File: config.mk
export PLATFORM = sky130hd
export DESIGN_NAME = leaf_stream_packetizer
export DESIGN_NICKNAME = d
export VERILOG_FILES = /design/src/rtl/leaf_pkt_pkg.sv /design/src/rtl/leaf_credit_counter.sv /design/src/rtl/leaf_stream_packetizer.sv
export SDC_FILE = /design/constraint.sdc
export NUM_CORES = 1
export LEC_CHECK = 0
export ABC_AREA = 1
export CAP_MARGIN = 20
export CORE_ASPECT_RATIO = 0.7
export CORE_MARGIN = 1
export CORE_UTILIZATION = 25
export CTS_CLUSTER_SIZE = 12
export DETAILED_ROUTE_END_ITERATION = 8
export MAX_ROUTING_LAYER = met4
export PLACE_DENSITY = 0.53
export RECOVER_POWER = 50
export SLEW_MARGIN = 0
export SYNTH_ARGS = -nofsm -noshare
export SYNTH_HDL_FRONTEND = slang
export SYNTH_SLANG_ARGS = --single-unit
File: constraint.sdc
create_clock -name clk_bft -period 3.1 [get_ports clk_bft]
set_clock_uncertainty 0.05 [all_clocks]
set_input_delay 0.775 -clock clk_bft [delete_from_list [all_inputs] [get_ports clk_bft]]
set_output_delay 0.775 -clock clk_bft [all_outputs]
set_load 0.05 [all_outputs]
File: src/rtl/leaf_pkt_pkg.sv
// Shared field layout, credit limits, FSM states and the packet pack helper
// for the leaf transmit path.
package leaf_pkt_pkg;

  localparam int PACKET_BITS           = 49;
  localparam int PAYLOAD_BITS          = 32;
  localparam int NUM_LEAF_BITS         = 5;
  localparam int NUM_PORT_BITS         = 4;
  localparam int NUM_ADDR_BITS         = 7;
  localparam int FREESPACE_UPDATE_SIZE = 64;
  localparam int CREDIT_BITS           = 8;

  localparam int VALID_BIT = 48;
  localparam int LEAF_LSB  = 43;
  localparam int PORT_LSB  = 39;
  localparam int ADDR_LSB  = 32;

  localparam int MAX_CREDITS = 128;

  typedef enum logic [1:0] {
    IDLE  = 2'd0,
    SEND  = 2'd1,
    STALL = 2'd2
  } state_e;

  function automatic logic [PACKET_BITS-1:0] pack_pkt(
    input logic [NUM_LEAF_BITS-1:0] leaf,
    input logic [NUM_PORT_BITS-1:0] port,
    input logic [NUM_ADDR_BITS-1:0] addr,
    input logic [PAYLOAD_BITS-1:0]  payload
  );
    logic [PACKET_BITS-1:0] p;
    p                                = '0;
    p[VALID_BIT]                     = 1'b1;
    p[LEAF_LSB +: NUM_LEAF_BITS]     = leaf;
    p[PORT_LSB +: NUM_PORT_BITS]     = port;
    p[ADDR_LSB +: NUM_ADDR_BITS]     = addr;
    p[PAYLOAD_BITS-1:0]              = payload;
    return p;
  endfunction

endpackage

File: src/rtl/leaf_credit_counter.sv
// Receiver-buffer credit tracker: one credit per sent packet, a block of
// credits per return pulse, saturating at the buffer depth with a sticky flag.
module leaf_credit_counter
  import leaf_pkt_pkg::*;
(
  input  logic                   clk,
  input  logic                   rst_n,
  input  logic                   dec,
  input  logic                   inc,
  output logic [CREDIT_BITS-1:0] count,
  output logic                   overflow
);

  localparam int SW = CREDIT_BITS + 1;

  logic [CREDIT_BITS-1:0] count_q, count_d;
  logic                   overflow_q, overflow_d;
  logic [SW-1:0]          sum;

  always_comb begin
    sum = {1'b0, count_q}
        + (inc ? SW'(FREESPACE_UPDATE_SIZE) : SW'(0))
        - (dec ? SW'(1) : SW'(0));
    count_d    = sum[CREDIT_BITS-1:0];
    overflow_d = overflow_q;
    // dec is only issued with credits available, so sum never wraps below 0
    if (sum > SW'(MAX_CREDITS)) begin
      count_d    = CREDIT_BITS'(MAX_CREDITS);
      overflow_d = 1'b1;
    end
  end

  always_ff @(posedge clk) begin
    if (!rst_n) begin
      count_q    <= CREDIT_BITS'(MAX_CREDITS);
      overflow_q <= 1'b0;
    end else begin
      count_q    <= count_d;
      overflow_q <= overflow_d;
    end
  end

  assign count    = count_q;
  assign overflow = overflow_q;

endmodule

File: src/rtl/leaf_stream_packetizer.sv
// Leaf transmit path: turns an ap_vld/ap_ack kernel stream into BFT packets,
// gated by receiver credits.
//   state | meaning
//   IDLE  | waiting for a kernel word; acks it when credits are available
//   SEND  | packet registered on dout with valid set, waiting for BFT ready
//   STALL | kernel word pending but no credits; waiting for a credit return
module leaf_stream_packetizer
  import leaf_pkt_pkg::*;
(
  input  logic                     clk_bft,
  input  logic                     reset_bft_n,
  input  logic [NUM_LEAF_BITS-1:0] dest_leaf,
  input  logic [NUM_PORT_BITS-1:0] dest_port,
  input  logic [PAYLOAD_BITS-1:0]  din_user2pkt,
  input  logic                     vld_user2pkt,
  output logic                     ack_pkt2user,
  output logic [PACKET_BITS-1:0]   dout_pkt2bft,
  input  logic                     ready_bft2pkt,
  input  logic                     credit_return,
  output logic [CREDIT_BITS-1:0]   credit_count,
  output logic                     credit_overflow
);

  state_e                   state_q, state_d;
  logic [NUM_ADDR_BITS-1:0] addr_q, addr_d;
  logic [PACKET_BITS-1:0]   pkt_q, pkt_d;
  logic                     send;

  leaf_credit_counter u_credit (
    .clk      (clk_bft),
    .rst_n    (reset_bft_n),
    .dec      (send),
    .inc      (credit_return),
    .count    (credit_count),
    .overflow (credit_overflow)
  );

  always_comb begin
    state_d      = state_q;
    addr_d       = addr_q;
    pkt_d        = pkt_q;
    ack_pkt2user = 1'b0;
    case (state_q)
      IDLE: begin
        if (vld_user2pkt) begin
          if (credit_count != '0) begin
            ack_pkt2user = 1'b1;
            pkt_d        = pack_pkt(dest_leaf, dest_port, addr_q, din_user2pkt);
            addr_d       = addr_q + 1'b1;
            state_d      = SEND;
          end else begin
            state_d = STALL;
          end
        end
      end
      SEND: begin
        // dropping the whole packet keeps dout at zero outside SEND
        if (ready_bft2pkt) begin
          pkt_d   = '0;
          state_d = IDLE;
        end
      end
      STALL: begin
        if (credit_count != '0) state_d = IDLE;
      end
      default: state_d = IDLE;
    endcase
  end

  assign send = ack_pkt2user;

  always_ff @(posedge clk_bft) begin
    if (!reset_bft_n) begin
      state_q <= IDLE;
      addr_q  <= '0;
      pkt_q   <= '0;
    end else begin
      state_q <= state_d;
      addr_q  <= addr_d;
      pkt_q   <= pkt_d;
    end
  end

  assign dout_pkt2bft = pkt_q;

endmodule

==> results.md, run 1 <==
* Status: finished, final reports clean
* Max-cap viol count at 0
* Vias at roughly 2.7k
* Max Fclk at ~0.35 GHz
* Site Rows at 32
* Critical path capture point type: output port
* Global-route wire length before repair at 11.9 mm
* Post-DR vias/cell at approximately 4.2
* Final core utilization at 0.396
* Max IR drop VDD at 0.279 mV
* Worst-path cell chain: clkdlybuf4s50_1 -> nand3_2 -> clkinv_1 -> buf_6 -> buf_4
* Sequential-to-total area share from yosys stat at 0.475
* Setup CP Type: primary input to output port
* Vias in the first global route at ~2.5k
* Slew @ Worst Pin at about 1.1 ns
* Final wirelength at 7.39 mm
* Buffers on Ports at ~100
* PD cells at between 900 and 1000 nW/um2
* Total Routing Usage GR at 0.135
* Leading cell types in the layout, fill and taps excluded: 135 x nand2_1, 97 x clkdlybuf4s50_1, 60 x dfxtp_1
* Minimum clock period at between 2 and 3 ns
* Relative slew margins at 0.283
* Most common cell after layout, fill and taps aside: nand2_1
* Core area at 11000 um2
* Die area at around 12000 um2
* RSZ-0062 raised after global routing: no
* Grt ovf at 0
* First-pass detailed-route iteration total at 4
* WL per Instance at around 11 um
* Nets@finish at about 550
* P_int at 0.00233 W
* Largest delay share family, worst path: buffers and inverters
* CP Max Fanout at 52
* Ratio of cells with drive above 1 in the final layout at 0.0652
* Area grow syn2layout at 54.4%
* Hold Fails Final Rpt at 0
* Req. time, crit path at 2.27 ns
* Initial antenna violation count at 0
* Reg power frac at 0.274
* Max Slew Vio Count at 0
* Clock Tree Buf Depth at 2
* Number of synthesis warnings at 0
* Worst hold path type: flip-flop to flip-flop
* Worst-Skew Late Latency at around 0.32 ns
* Routability cong. at between 0.8 and 0.9
* Switching fraction of total power at 0.418
* Syn Inst Count at ~380
* Avg Cell Area, Syn at about 7.4 um2
* Final hold slack at around 0.41 ns
* Part of the cycle the worst path needs at 0.927
* Pleak at ~1.8 nW
* Diode count at 0
* Pin count of the biggest net entering global routing at between 50 and 60
* Buf/Inv on CP at 4
* P_sw at around 0.0017 W
* Crit start category: primary input
* DRC at 0
* Top Ports at ~110
* Initial Utilization at 0.256
* Logic pwr share at 0.479
* Yosys reg bits at 67
* CTS tree: built
* Root Driver: clkbuf_16
* Clk sink count at 67
* H-tree depth at 3
* Synth unique cells at 26
* Setup Viol. Count Final at 0
* CTS Buf Count at 9
* Dpl hpwl at just over 5 mm
* Clock Pin Slew Worst Setup and Hold Paths at approximately 0.05 ns
* Worst EP arrival at between 2 and 2.5 ns
* Overall power at ~0.004 W
* 1st-iter DRT viols at just over 100
* Clock share of power at 0.248
* Die Span Y at between 90 and 100 um
* Die W at around 130 um
* Synth Net Count at between 400 and 500
* CP max-delay cell: clkdlybuf4s50_1
* Antenna Violating Nets Remaining at 0
* CP max stage delay at around 0.50 ns
* Synthesized area at 2820 um2
## flip-flops by register name (all words and copies together) (netlist names)
| register | flops |
|---|---|
| addr_q | 7 |
| u_credit.overflow | 1 |
| u_credit.count | 8 |
| dout_pkt2bft | 49 |
| state_q | 2 |
## repair_timing
item,CTS,global route
resized for setup,0,3
setup buffers,0,1
setup endpoints to repair,0,7
hold buffers,0,0
endpoints found under the hold margin,0,0
## synthesized netlist by cell type
| library cell | instances | area (um2) |
|---|---|---|
| a21oi_1 | 57 | 285 |
| ha_1 | 12 | 150 |
| inv_2 | 1 | 3.75 |
| nand4_1 | 6 | 37.5 |
| fa_1 | 1 | 20.0 |
| clkinv_1 | 1 | 3.75 |
| nand3_2 | 1 | 10.0 |
| buf_6 | 2 | 22.5 |
| nand3b_1 | 1 | 7.51 |
| o31ai_1 | 1 | 7.51 |
| buf_2 | 9 | 45.0 |
| nand2_1 | 136 | 510 |
| dfxtp_1 | 67 | 1340 |
| a31oi_1 | 3 | 18.8 |
| nor3_1 | 2 | 10.0 |
| xnor2_1 | 1 | 8.76 |
| o21ai_2 | 1 | 8.76 |
| clkbuf_1 | 6 | 22.5 |
| nor4_1 | 1 | 6.26 |
| nor2_1 | 18 | 67.6 |
| inv_1 | 39 | 146 |
| nand3_1 | 12 | 60.1 |
| o21a_1 | 1 | 7.51 |
| a21o_1 | 1 | 7.51 |
| xor2_1 | 1 | 8.76 |
| o21ai_0 | 1 | 5.00 |
## through the flow
stage                     instance area, um2  setup TNS [ns]  worst slack [ns]  cells
after floorplan                         2850               0            0.0491    382
after global placement                  4050          -0.879            -0.157    629
after detailed placement                4050          -0.962            -0.170    629
after CTS                               4350               0            0.0523    643
after global routing                    4360               0            0.0251    644
final                                   4360               0             0.226    644
## path summary, 6_finish.rpt
kind	start	cells after the start	slack, ns	to
min reg2reg	dout_pkt2bft[22]$_SDFFE_PN0P_	2	0.41	dout_pkt2bft[22]$_SDFFE_PN0P_
max reg2reg	u_credit.count[2]$_SDFF_PP0_	18	0.32	u_credit.count[2]$_SDFF_PP0_
max	vld_user2pkt	5	0.23	ack_pkt2user
min	dout_pkt2bft[22]$_SDFFE_PN0P_	2	0.41	dout_pkt2bft[22]$_SDFFE_PN0P_
## worst min-delay path, stage by stage, from the launching register on
cell     delay, ns
dfxtp_1       0.30
nand2_1       0.06
a21oi_1       0.05
## power groups by stage
stage / clock [W] / combinational [W] / sequential, W
after floorplan: 0 / 0.000959 / 0.00149
after global placement: 0 / 0.00187 / 0.00112
after detailed placement: 0 / 0.00189 / 0.00111
after CTS: 0.00103 / 0.00190 / 0.00110
after global routing: 0.00106 / 0.00214 / 0.00111
final: 0.000991 / 0.00192 / 0.00109
## cells by family (layout without fill, tap and decap cells)
family,count (synthesis),in the layout,synth area share
buf+inv,58,167,0.0864
simple gates,177,177,0.251
xor+xnor,2,2,0.00621
flops,67,67,0.475
fa+ha+maj,13,13,0.0603
compound gates,65,65,0.121
## layout make-up
type	instances	area, um2
multi-input combinational	257	1250
timing repair buffer	112	1100
fill	1088	6650
tap	153	191
clock inverter	1	5.00
sequential	67	1360
inverter	41	154
clock buffer	13	292
## metal layers
| metal | global-route usage | vias to the layer above | wire length, um |
|---|---|---|---|
| li1 | - | 1424 | - |
| met1 | 0.166 | 1190 | 3800 |
| met2 | 0.205 | 69 | 3060 |
| met3 | 0.0456 | 10 | 442 |
| met4 | 0.0471 | 0 | 85 |
| met5 | - | - | 0 |
Power figures use the tool's default switching activity.
==> run 2: changes to the inputs <==
--- a/config.mk
+++ b/config.mk
@@ -9,11 +9,11 @@
 export CAP_MARGIN = 20
 export CORE_ASPECT_RATIO = 0.7
 export CORE_MARGIN = 1
-export CORE_UTILIZATION = 25
+export CORE_UTILIZATION = 40
 export CTS_CLUSTER_SIZE = 12
 export DETAILED_ROUTE_END_ITERATION = 8
 export MAX_ROUTING_LAYER = met4
-export PLACE_DENSITY = 0.53
+export PLACE_DENSITY = 0.76
 export RECOVER_POWER = 50
 export SLEW_MARGIN = 0
 export SYNTH_ARGS = -nofsm -noshare
==> run 2 against run 1 <==
Compared with the run above: global-route usage increased by 6.4 points; sequential power about the same; final cell count decreased by 8.9%; final area decreased by 2.8%; utilization increased by 23 points; largest cell class unchanged; highest routed layer unchanged.
==> results.md, run 2 (synthesized netlist as in run 1, its figures left out) <==
* Status: finished, final reports clean
* Max IR drop VDD at 0.393 mV
* Diode count at 0
* Die area at 7400 um2
* Area grow syn2layout at 50.1%
* Antenna Violating Nets Remaining at 0
* Most used cell, CP: buf_4
* Final hold slack at approximately 0.41 ns
* Grt ovf at 0
* CTS Buf Count at 9
* Total Routing Usage GR at 0.199
* Clk sink count at 67
* 1st-iter DRT viols at 126
* Clock Tree Buf Depth at 2
* Post-Layout Cell Count at 587
* Critical path capture point type: output port
* Worst-path cell chain: clkdlybuf4s50_1 -> nand3_2 -> clkinv_1 -> buf_4 -> buf_4
* PD cells at 924 nW/um2
* Req. time, crit path at 2.27 ns
* Hold depth at 2
* Design Area, Final at 4240 um2
* Root Driver: clkbuf_8
* # fillers at just under 600
* Ratio of cells with drive above 1 in the final layout at 0.0690
* Switching fraction of total power at 0.423
* Minimum clock period at a little under 3 ns
* Hold Startpoint: dout_pkt2bft[7]$_SDFFE_PN0P_
* Max reg flops at just under 50
* Site Rows at 25
* Core area at ~6800 um2
* Buffers on Ports at approximately 100
* Slew @ Worst Pin at approximately 1.1 ns
* CP max stage delay at ~0.5 ns
* Dpl hpwl at between 4 and 5 mm
* Die W at ~100 um
* DRC at 0
* Vias at ~2.7k
* Reg power frac at 0.279
* CTS tree: built
* Nets@finish at between 500 and 600
* Initial antenna violation count at 0
* Worst EP arrival at between 2 and 2.5 ns
* Worst setup margin at roughly 0.12 ns
* Cell depth of the worst flop-to-flop path at 18
* Logic pwr share at 0.495
* Final wirelength at roughly 7.0 mm
* Routability cong. at approximately 0.9
* Top Ports at roughly 110
* Overall power at 0.00391 W
* WL per Instance at 11.9 um
* H-tree depth at 3
* Max Slew Vio Count at 0
* Worst hold path type: flip-flop to flip-flop
* Max Fclk at roughly 0.34 GHz
* RR Endpoint: u_credit.count[1]$_SDFF_PP0_
* Hold Fails Final Rpt at 0
* Register-to-register setup slack at approximately 0.31 ns
* Leading cell types in the layout, fill and taps excluded: 136 x nand2_1, 97 x clkdlybuf4s50_1, 60 x dfxtp_1
* Part of the cycle the worst path needs at 0.960
* Largest delay share family, worst path: buffers and inverters
* Post-DR vias/cell at between 4 and 5
* Max-cap viol count at 0
* CP Max Fanout at between 50 and 60
* Dpl ws at -0.203 ns
* Worst-Skew Late Latency at between 0.3 and 0.4 ns
* Placed cell count at between 500 and 600
* Global-route wire length before repair at 11.2 mm
* Clock share of power at 0.226
* Initial Utilization at 0.416
* First-pass detailed-route iteration total at 4
* Setup CP Type: primary input to output port
* Vias in the first global route at around 2.6k
* Post-Place Cell Area at 3990 um2
* P_sw at 0.00166 W
* Setup Viol. Count Final at 0
* Reg-to-Reg Start: u_credit.count[2]$_SDFF_PP0_
* Clock Pin Slew Worst Setup and Hold Paths at 0.07 ns
* Buf/Inv on CP at 4
* Worst hold endpoint: dout_pkt2bft[7]$_SDFFE_PN0P_
* Crit start category: primary input
* Most common cell after layout, fill and taps aside: nand2_1
* Die Span Y at slightly above 70 um
* P_int at about 0.0023 W
* Pleak at between 1.5 and 2 nW
* Relative slew margins at 0.296
* CP max-delay cell: clkdlybuf4s50_1
* RSZ-0062 raised after global routing: no
* Pin count of the biggest net entering global routing at 53
## run 2: layout make-up
type	instances	area, um2	share of cell area
timing repair buffer	112	1100	0.261
sequential	67	1360	0.321
inverter	41	154	0.0363
clock buffer	10	138	0.0325
clock inverter	6	113	0.0266
tap	94	118	0.0278
multi-input combinational	257	1250	0.295
## run 2: how the worst max path moves through the flow
| stage | start | endpoint | cells past startpoint |
|---|---|---|---|
| floorplan | u_credit.count[2]$_SDFF_PP0_ | u_credit.count[2]$_SDFF_PP0_ | 19 |
| CTS | vld_user2pkt | ack_pkt2user | 5 |
| global placement | vld_user2pkt | u_credit.count[2]$_SDFF_PP0_ | 16 |
| detailed placement | vld_user2pkt | u_credit.count[1]$_SDFF_PP0_ | 16 |
| finish | vld_user2pkt | ack_pkt2user | 5 |
| global route | vld_user2pkt | u_credit.count[1]$_SDFF_PP0_ | 16 |
## run 2: per-stage QoR
step	util	setup TNS, ns
finish	0.624	0
detailed placement	0.588	-1.14
CTS	0.625	0
global route	0.624	0
global placement	0.588	-0.723
floorplan	-	0
## run 2: power groups by stage
| stage | Clock, W | Combinational (W) | Sequential (W) |
|---|---|---|---|
| 6_report | 0.000885 | 0.00194 | 0.00109 |
| 5_1_grt | 0.000935 | 0.00216 | 0.00111 |
| 4_1_cts | 0.000907 | 0.00193 | 0.00109 |
| 3_5_place_dp | 0 | 0.00192 | 0.00111 |
| 3_3_place_gp | 0 | 0.00188 | 0.00111 |
| 2_1_floorplan | 0 | 0.000959 | 0.00149 |
## run 2: timing repair
action                                  in CTS  in global routing
hold buffers                                 0                  0
endpoints found under the setup margin       0                  6
gates resized for setup                      0                  1
setup buffers                                0                  1
## run 2: worst register-to-register path, delay by kind of cell, from the launching register on
family | cells | cell delay, ns
buffers and inverters | 4 | 0.33
adder cells (fa/ha/maj) | 4 | 0.94
flip-flops | 1 | 0.35
AND/OR/NAND/NOR | 10 | 1.05
## run 2: routing by layer
layer,wire length (um),vias up,track usage
li1,-,1419,-
met1,3240,1239,0.231
met2,3240,74,0.331
met3,397,9,0.0597
met4,92,0,0.0667
met5,0,-,-
